==> src/rtl/imem_loader_if.sv <==
// Byte-stream input and instruction-memory write bus for imem_loader.
// Handshake: a byte moves on a rising edge where byte_valid and byte_ready are both 1; the source holds byte_data stable while byte_valid is 1 and unaccepted.
interface imem_loader_if;
  logic        byte_valid;
  logic [7:0]  byte_data;
  logic        byte_ready;
  logic [15:0] mem_addr;
  logic [15:0] mem_wdata;
  logic        mem_we;

  modport master (
    output byte_valid, byte_data,
    input  byte_ready, mem_addr, mem_wdata, mem_we
  );

  modport slave (
    input  byte_valid, byte_data,
    output byte_ready, mem_addr, mem_wdata, mem_we
  );
endinterface

==> src/rtl/imem_loader.sv <==
// Streams a length-prefixed big-endian word image into instruction memory while holding the CPU in reset.
// Optional trailing XOR checksum byte enabled by defining IMEM_LOADER_CHECKSUM_EN.
module imem_loader #(
  parameter int          MAX_WORDS = 256,
  parameter logic [15:0] BASE_ADDR = 16'h0000
) (
  input  logic        CLK,
  input  logic        RST,
  input  logic        start,
  imem_loader_if.slave bus,
  output logic        cpu_rst_n,
  output logic        busy,
  output logic        done,
  output logic        err,
  output logic [15:0] word_count,
  output logic [3:0]  dbg_state
);

  typedef enum logic [3:0] {
    S_IDLE   = 4'd0,
    S_LEN_HI = 4'd1,
    S_LEN_LO = 4'd2,
    S_DAT_HI = 4'd3,
    S_DAT_LO = 4'd4,
    S_WRITE  = 4'd5,
`ifdef IMEM_LOADER_CHECKSUM_EN
    S_CHK    = 4'd6,
`endif
    S_DONE   = 4'd7,
    S_ERR    = 4'd8
  } state_t;

  localparam logic [16:0] MAX_N = 17'(MAX_WORDS);

  state_t      state, state_d;
  logic [15:0] len_q;
  logic [7:0]  hi_q;
  logic        xfer;
  logic        can_start;
  logic [15:0] len_full;
  logic [16:0] wc_next;
`ifdef IMEM_LOADER_CHECKSUM_EN
  logic [7:0]  csum_q;
`endif

  assign xfer      = bus.byte_valid & bus.byte_ready;
  assign can_start = (state == S_IDLE) || (state == S_DONE) || (state == S_ERR);
  assign len_full  = {len_q[15:8], bus.byte_data};
  assign wc_next   = {1'b0, word_count} + 17'd1;
  assign dbg_state = state;

  function automatic logic takes_bytes(state_t s);
    logic r;
    r = (s == S_LEN_HI) || (s == S_LEN_LO) || (s == S_DAT_HI) || (s == S_DAT_LO);
`ifdef IMEM_LOADER_CHECKSUM_EN
    r = r || (s == S_CHK);
`endif
    return r;
  endfunction

  always_comb begin
    state_d = state;
    case (state)
      S_IDLE, S_DONE, S_ERR: if (start) state_d = S_LEN_HI;
      S_LEN_HI: if (xfer) state_d = S_LEN_LO;
      S_LEN_LO: begin
        if (xfer) begin
          if (len_full == 16'd0)                state_d = S_DONE;
          else if ({1'b0, len_full} > MAX_N)    state_d = S_ERR;
          else                                  state_d = S_DAT_HI;
        end
      end
      S_DAT_HI: if (xfer) state_d = S_DAT_LO;
      S_DAT_LO: if (xfer) state_d = S_WRITE;
      S_WRITE: begin
        if (wc_next < {1'b0, len_q}) state_d = S_DAT_HI;
`ifdef IMEM_LOADER_CHECKSUM_EN
        else                         state_d = S_CHK;
`else
        else                         state_d = S_DONE;
`endif
      end
`ifdef IMEM_LOADER_CHECKSUM_EN
      S_CHK: if (xfer) state_d = (bus.byte_data == csum_q) ? S_DONE : S_ERR;
`endif
      default: state_d = S_IDLE;
    endcase
  end

  // Outputs are registered from the next state so they line up with the state register.
  always_ff @(posedge CLK) begin
    if (!RST) begin
      state          <= S_IDLE;
      len_q          <= 16'd0;
      hi_q           <= 8'd0;
      bus.byte_ready <= 1'b0;
      bus.mem_we     <= 1'b0;
      bus.mem_addr   <= 16'd0;
      bus.mem_wdata  <= 16'd0;
      word_count     <= 16'd0;
      busy           <= 1'b0;
      done           <= 1'b0;
      err            <= 1'b0;
      cpu_rst_n      <= 1'b1;
`ifdef IMEM_LOADER_CHECKSUM_EN
      csum_q         <= 8'd0;
`endif
    end else begin
      state          <= state_d;
      bus.byte_ready <= takes_bytes(state_d);
      bus.mem_we     <= (state_d == S_WRITE);
      busy           <= takes_bytes(state_d) || (state_d == S_WRITE);
      done           <= (state_d == S_DONE);
      err            <= (state_d == S_ERR);
      cpu_rst_n      <= (state_d == S_IDLE) || (state_d == S_DONE);

      if (start && can_start) begin
        word_count <= 16'd0;
`ifdef IMEM_LOADER_CHECKSUM_EN
        csum_q     <= 8'd0;
`endif
      end

      if (xfer) begin
        case (state)
          S_LEN_HI: len_q[15:8] <= bus.byte_data;
          S_LEN_LO: len_q[7:0]  <= bus.byte_data;
          S_DAT_HI: hi_q        <= bus.byte_data;
          S_DAT_LO: begin
            bus.mem_wdata <= {hi_q, bus.byte_data};
            bus.mem_addr  <= BASE_ADDR + word_count;
          end
          default: ;
        endcase
`ifdef IMEM_LOADER_CHECKSUM_EN
        if (state != S_CHK) csum_q <= csum_q ^ bus.byte_data;
`endif
      end

      if (state == S_WRITE) word_count <= wc_next[15:0];
    end
  end

endmodule

==> src/flat_wrapper.sv <==
// flat-port wrapper written by rule: the top's interface ports become plain ports
module imem_loader_flat 
#(
  parameter int          MAX_WORDS = 256,
  parameter logic [15:0] BASE_ADDR = 16'h0000
)
  (CLK, RST, start, cpu_rst_n, busy, done, err, word_count, dbg_state, bus_byte_valid, bus_byte_data, bus_byte_ready, bus_mem_addr, bus_mem_wdata, bus_mem_we);
  imem_loader_if bus_i ();
  input  logic CLK;
  input  logic RST;
  input  logic start;
  output logic cpu_rst_n;
  output logic busy;
  output logic done;
  output logic err;
  output logic [15:0] word_count;
  output logic [3:0] dbg_state;
  input wire logic [$bits(bus_i.byte_valid)-1:0] bus_byte_valid;
  input wire logic [$bits(bus_i.byte_data)-1:0] bus_byte_data;
  output wire logic [$bits(bus_i.byte_ready)-1:0] bus_byte_ready;
  output wire logic [$bits(bus_i.mem_addr)-1:0] bus_mem_addr;
  output wire logic [$bits(bus_i.mem_wdata)-1:0] bus_mem_wdata;
  output wire logic [$bits(bus_i.mem_we)-1:0] bus_mem_we;
  assign bus_i.byte_valid = bus_byte_valid;
  assign bus_i.byte_data = bus_byte_data;
  assign bus_byte_ready = bus_i.byte_ready;
  assign bus_mem_addr = bus_i.mem_addr;
  assign bus_mem_wdata = bus_i.mem_wdata;
  assign bus_mem_we = bus_i.mem_we;
  imem_loader #(.MAX_WORDS(MAX_WORDS), .BASE_ADDR(BASE_ADDR)) u_core (.CLK(CLK), .RST(RST), .start(start), .bus(bus_i), .cpu_rst_n(cpu_rst_n), .busy(busy), .done(done), .err(err), .word_count(word_count), .dbg_state(dbg_state));
endmodule
==> config.mk <==
export PLATFORM = sky130hd
export DESIGN_NAME = imem_loader_flat
export DESIGN_NICKNAME = d
export VERILOG_FILES = /design/src/rtl/imem_loader_if.sv /design/src/rtl/imem_loader.sv /design/src/flat_wrapper.sv
export SDC_FILE = /design/constraint.sdc
export NUM_CORES = 1
export LEC_CHECK = 0
export ABC_AREA = 1
export CAP_MARGIN = 20
export CORE_MARGIN = 1.5
export CORE_UTILIZATION = 30
export CTS_CLUSTER_SIZE = 12
export DETAILED_ROUTE_END_ITERATION = 6
export GPL_TIMING_DRIVEN = 0
export SETUP_SLACK_MARGIN = 0.3
export SLEW_MARGIN = 20
export SYNTH_ARGS = -nofsm -noshare
export SYNTH_HDL_FRONTEND = slang
export SYNTH_SLANG_ARGS = --single-unit
==> constraint.sdc <==
create_clock -name CLK -period 3.4 [get_ports CLK]
set_input_delay 1.02 -clock CLK [delete_from_list [all_inputs] [get_ports CLK]]
set_output_delay 1.02 -clock CLK [all_outputs]
set_load 0.01 [all_outputs]
==> summary.md <==
| Metric | Value |
|---|---|
| Status | `finished clean` |
| Tcrit/Tclk final | `81.9%` |
| GRT overflow | `0` |
| Register area share after synthesis | `approximately 43%` |
| Total track usage | `16.4%` |
| Cts bufs inserted | `9` |
| Drt pass-1 iters | `4` |
| CP Capture Type | `flip-flop` |
| Via/cell ratio | `4.67` |
| Sequential Area | `around 0.0016 mm^2` |
| IO Pins | `70` |
| CP max stage cell | `dfxtp_2` |
| CTS max path bufs | `2` |
| Critical-path cell list | `ha_1 > nand2_1 > nor2_2 > nand2_2 > nor3_2 > nand3_1 > xor2_1 > ha_1 > a21oi_1 > nor2_1 > nor3_1 > nand2_1 > nand2_2 > nand3_1 > nand2_1 > nand3_1 > nand2_1` |
| Synth cell types | `32` |
| Clock power share | `48.7%` |
| Syn nets | `554` |
| Synth Cell Area | `0.00383 mm^2` |
| Crit path max-delay family | `simple AND/OR/NAND/NOR gates` |
| Min-delay worst type | `flip-flop to flip-flop` |
| Fmax | `roughly 360 MHz` |
| Routed Antenna Nets | `0` |
| Hold Fails Final Rpt | `0` |
| Clk_skew | `between 5 and 6 ps` |
| Routed via count | `between 3000 and 4000` |
| Largest net degree at the start of global routing | `15` |
| MaxCap Viol Count | `0` |
| Worst skew pair latency | `340 ps` |
| Crit Path Category | `flip-flop to flip-flop` |
| Die area | `0.0135 mm^2` |
| CP max FO | `7` |
| Drc violations | `0` |
| Hold buffers post-CTS | `0` |
| Worst slew pin tran | `589 ps` |
| Layout cell share with drive strength beyond 1 | `9.51%` |
| # rows | `41` |
| Area occupied by multi-input gates | `approximately 0.0019 mm^2` |
| Initial DRC Count | `about 190` |
| Startpoint Class | `flip-flop` |
| Arrival time at the worst endpoint | `around 3100 ps` |
| Register share of total power | `45.6%` |
| Core ar. | `0.0125 mm^2` |
| Post-layout util | `40.3%` |
| Combinational power share | `~5.7%` |
| Buffers added on ports | `68` |
| Highest routed layer | `met4` |
| Cells after synthesis | `526` |
| Synthesized area per cell | `7.28 um^2` |
| P_leak | `1.91 nW` |
| Die W | `116 um` |
| Net Sw Frac | `22.4%` |
| H-tree depth | `3` |
| Initial antenna violation count | `0` |
| Fill cells | `1327` |
| Met2 routed WL | `5180 um` |
| Metal1 wirelength | `4850 um` |
| Final net count | `633` |
| Post-CTS sizing | `0` |
| N_diodes | `0` |
| CTS tree | `yes` |
| Min Tclk post-route | `2780 ps` |
| DP Wirelength | `8160 um` |
| WL final | `approximately 11000 um` |
| Area delta synth->final | `31.8%` |
| Hold WS | `~460 ps` |
| Max_slew headroom | `60.7%` |
| Fin cells | `782` |
| Root buffer cell | `clkbuf_16` |
| DR WL met3 | `about 370 um` |
| First-pass GRT wire length | `16900 um` |
| Post-synthesis sequential element count | `82` |
| Clock tree sinks | `82` |
| Unrepaired setup endpoints after global routing | `false` |
| Slew Limit Fails | `0` |
| Crit path top cell by count | `nand2_1` |
| Vias in the first global route | `3462` |
| Final setup fails | `0` |
| Synth warn | `0` |
| Clock slew at reported path FFs | `60 ps` |
| CP bufs+invs | `0` |
| Internal Pwr Total | `between 1.5 and 2 mW` |
| Post-CTS Setup Bufs | `0` |
| Placed cells | `roughly 770` |
| Maximum VDD drop | `0.202 mV` |
| Pwr/cell area | `roughly 420 mW/mm^2` |
| Slowest stage delay, CP | `about 410 ps` |
| Starting Density | `between 30% and 40%` |
| Data required time of the worst path | `between 3000 and 4000 ps` |
| Die span in y | `116 um` |
| Drt wl/cell | `around 14 um` |
| Psw | `0.478 mW` |
| RePlAce Congestion | `0.835` |
| Setup TNS | `0 ps` |
[tightest hold or removal path, stage by stage (launching register included)]
cell and delay, ps:
dfxtp_1 310, nand2_1 60, a21oi_1 50
[worst paths after layout]
kind,from,to,slack [ps],cells past startpoint
max,u_core.word_count[0]$_SDFFE_PN0P_,u_core.busy$_SDFF_PN0_,620,17
min,u_core.bus.mem_addr[0]$_SDFFE_PN0P_,u_core.bus.mem_addr[0]$_SDFFE_PN0P_,460,2
max reg2reg,u_core.word_count[0]$_SDFFE_PN0P_,u_core.busy$_SDFF_PN0_,620,17
min reg2reg,u_core.bus.mem_addr[0]$_SDFFE_PN0P_,u_core.bus.mem_addr[0]$_SDFFE_PN0P_,460,2
[cell families after synthesis]
| kind of cell | Yosys count | synth area share [%] |
|---|---|---|
| XOR/XNOR | 11 | 2.71 |
| adder cells (fa/ha/maj) | 16 | 5.23 |
| AND/OR/NAND/NOR | 233 | 26.8 |
| AO/OA/AOI/OAI | 109 | 14.7 |
| buffers and inverters | 75 | 7.68 |
| flip-flops | 82 | 42.9 |
[power groups by stage]
stage | registers [mW] | clock network, mW | logic, mW
6_report | 0.973 | 1.04 | 0.121
5_1_grt | 0.974 | 1.10 | 0.133
4_1_cts | 0.974 | 1.06 | 0.121
3_5_place_dp | 0.995 | 0 | 0.120
3_3_place_gp | 0.995 | 0 | 0.118
2_1_floorplan | 0.997 | 0 | 0.0647
[metal layers]
metal  global-route usage [%]  up-vias
met3                     3.24       14
met4                     6.10        0
met1                     20.4     1720
met5                        0        -
met2                     28.1       66
li1                         -     1849
[cell usage after synthesis (all sizes together)]
master  instances  share of area, %
a21o            1              0.20
a21oi          78                10
buf             8               1.1
clkbuf         11               1.1
clkinv          1             0.098
dfxtp          82                43
ha             16               5.2
inv            55               5.4
nand2         152                15
nand3          26               4.0
nand3b          1              0.20
nand4           2              0.33
nor2           43               5.3
nor3            7               1.3
nor4            2              0.33
o211ai          1              0.20
o21a            1              0.20
o21ai          27               3.5
o21bai          1              0.29
xnor2           1              0.23
xor2           10               2.5
[state kept, by name (all words and copies together), names as in the netlist, 4 cells and up]
signal	flops
u_core.bus.mem_addr	16
u_core.bus.mem_wdata	16
u_core.hi_q	8
u_core.len_q	16
u_core.word_count	16
u_core.dbg_state	4
[placed cells by master, fill, tap and decap left out, types with 2 or more instances in the layout]
cell type,instances
nand2_1,145
dfxtp_1,81
a21oi_1,77
clkdlybuf4s50_1,68
inv_1,44
nor2_1,36
o21ai_0,24
nand3_1,23
ha_1,16
clkbuf_1,12
inv_2,11
xor2_1,9
clkbuf_16,9
nand2_2,7
buf_2,7
nor2_4,5
nor3_1,4
nor3_2,3
o21ai_1,3
nor2_2,2
nor4_1,2
nand3_2,2
nand4_1,2
bufinv_16,2
[area by class of cell]
type	instances	area share, %
clock inverter	6	1.79
clock buffer	10	4.54
multi-input combinational	369	37.5
sequential	82	32.6
timing repair buffer	68	13.5
buffer	19	1.66
tap	172	4.26
inverter	56	4.17
[per-stage QoR]
| step | power [mW] | instance area, um^2 | setup WS, ps |
|---|---|---|---|
| after detailed placement | 1.12 | 4730 | 397 |
| after global placement | 1.11 | 4730 | 439 |
| after CTS | 2.16 | 5040 | 496 |
| after global routing | 2.21 | 5050 | 322 |
| final | 2.14 | 5050 | 615 |
| after floorplan | 1.06 | 3830 | 917 |
(Power assumes the default switching activity.)
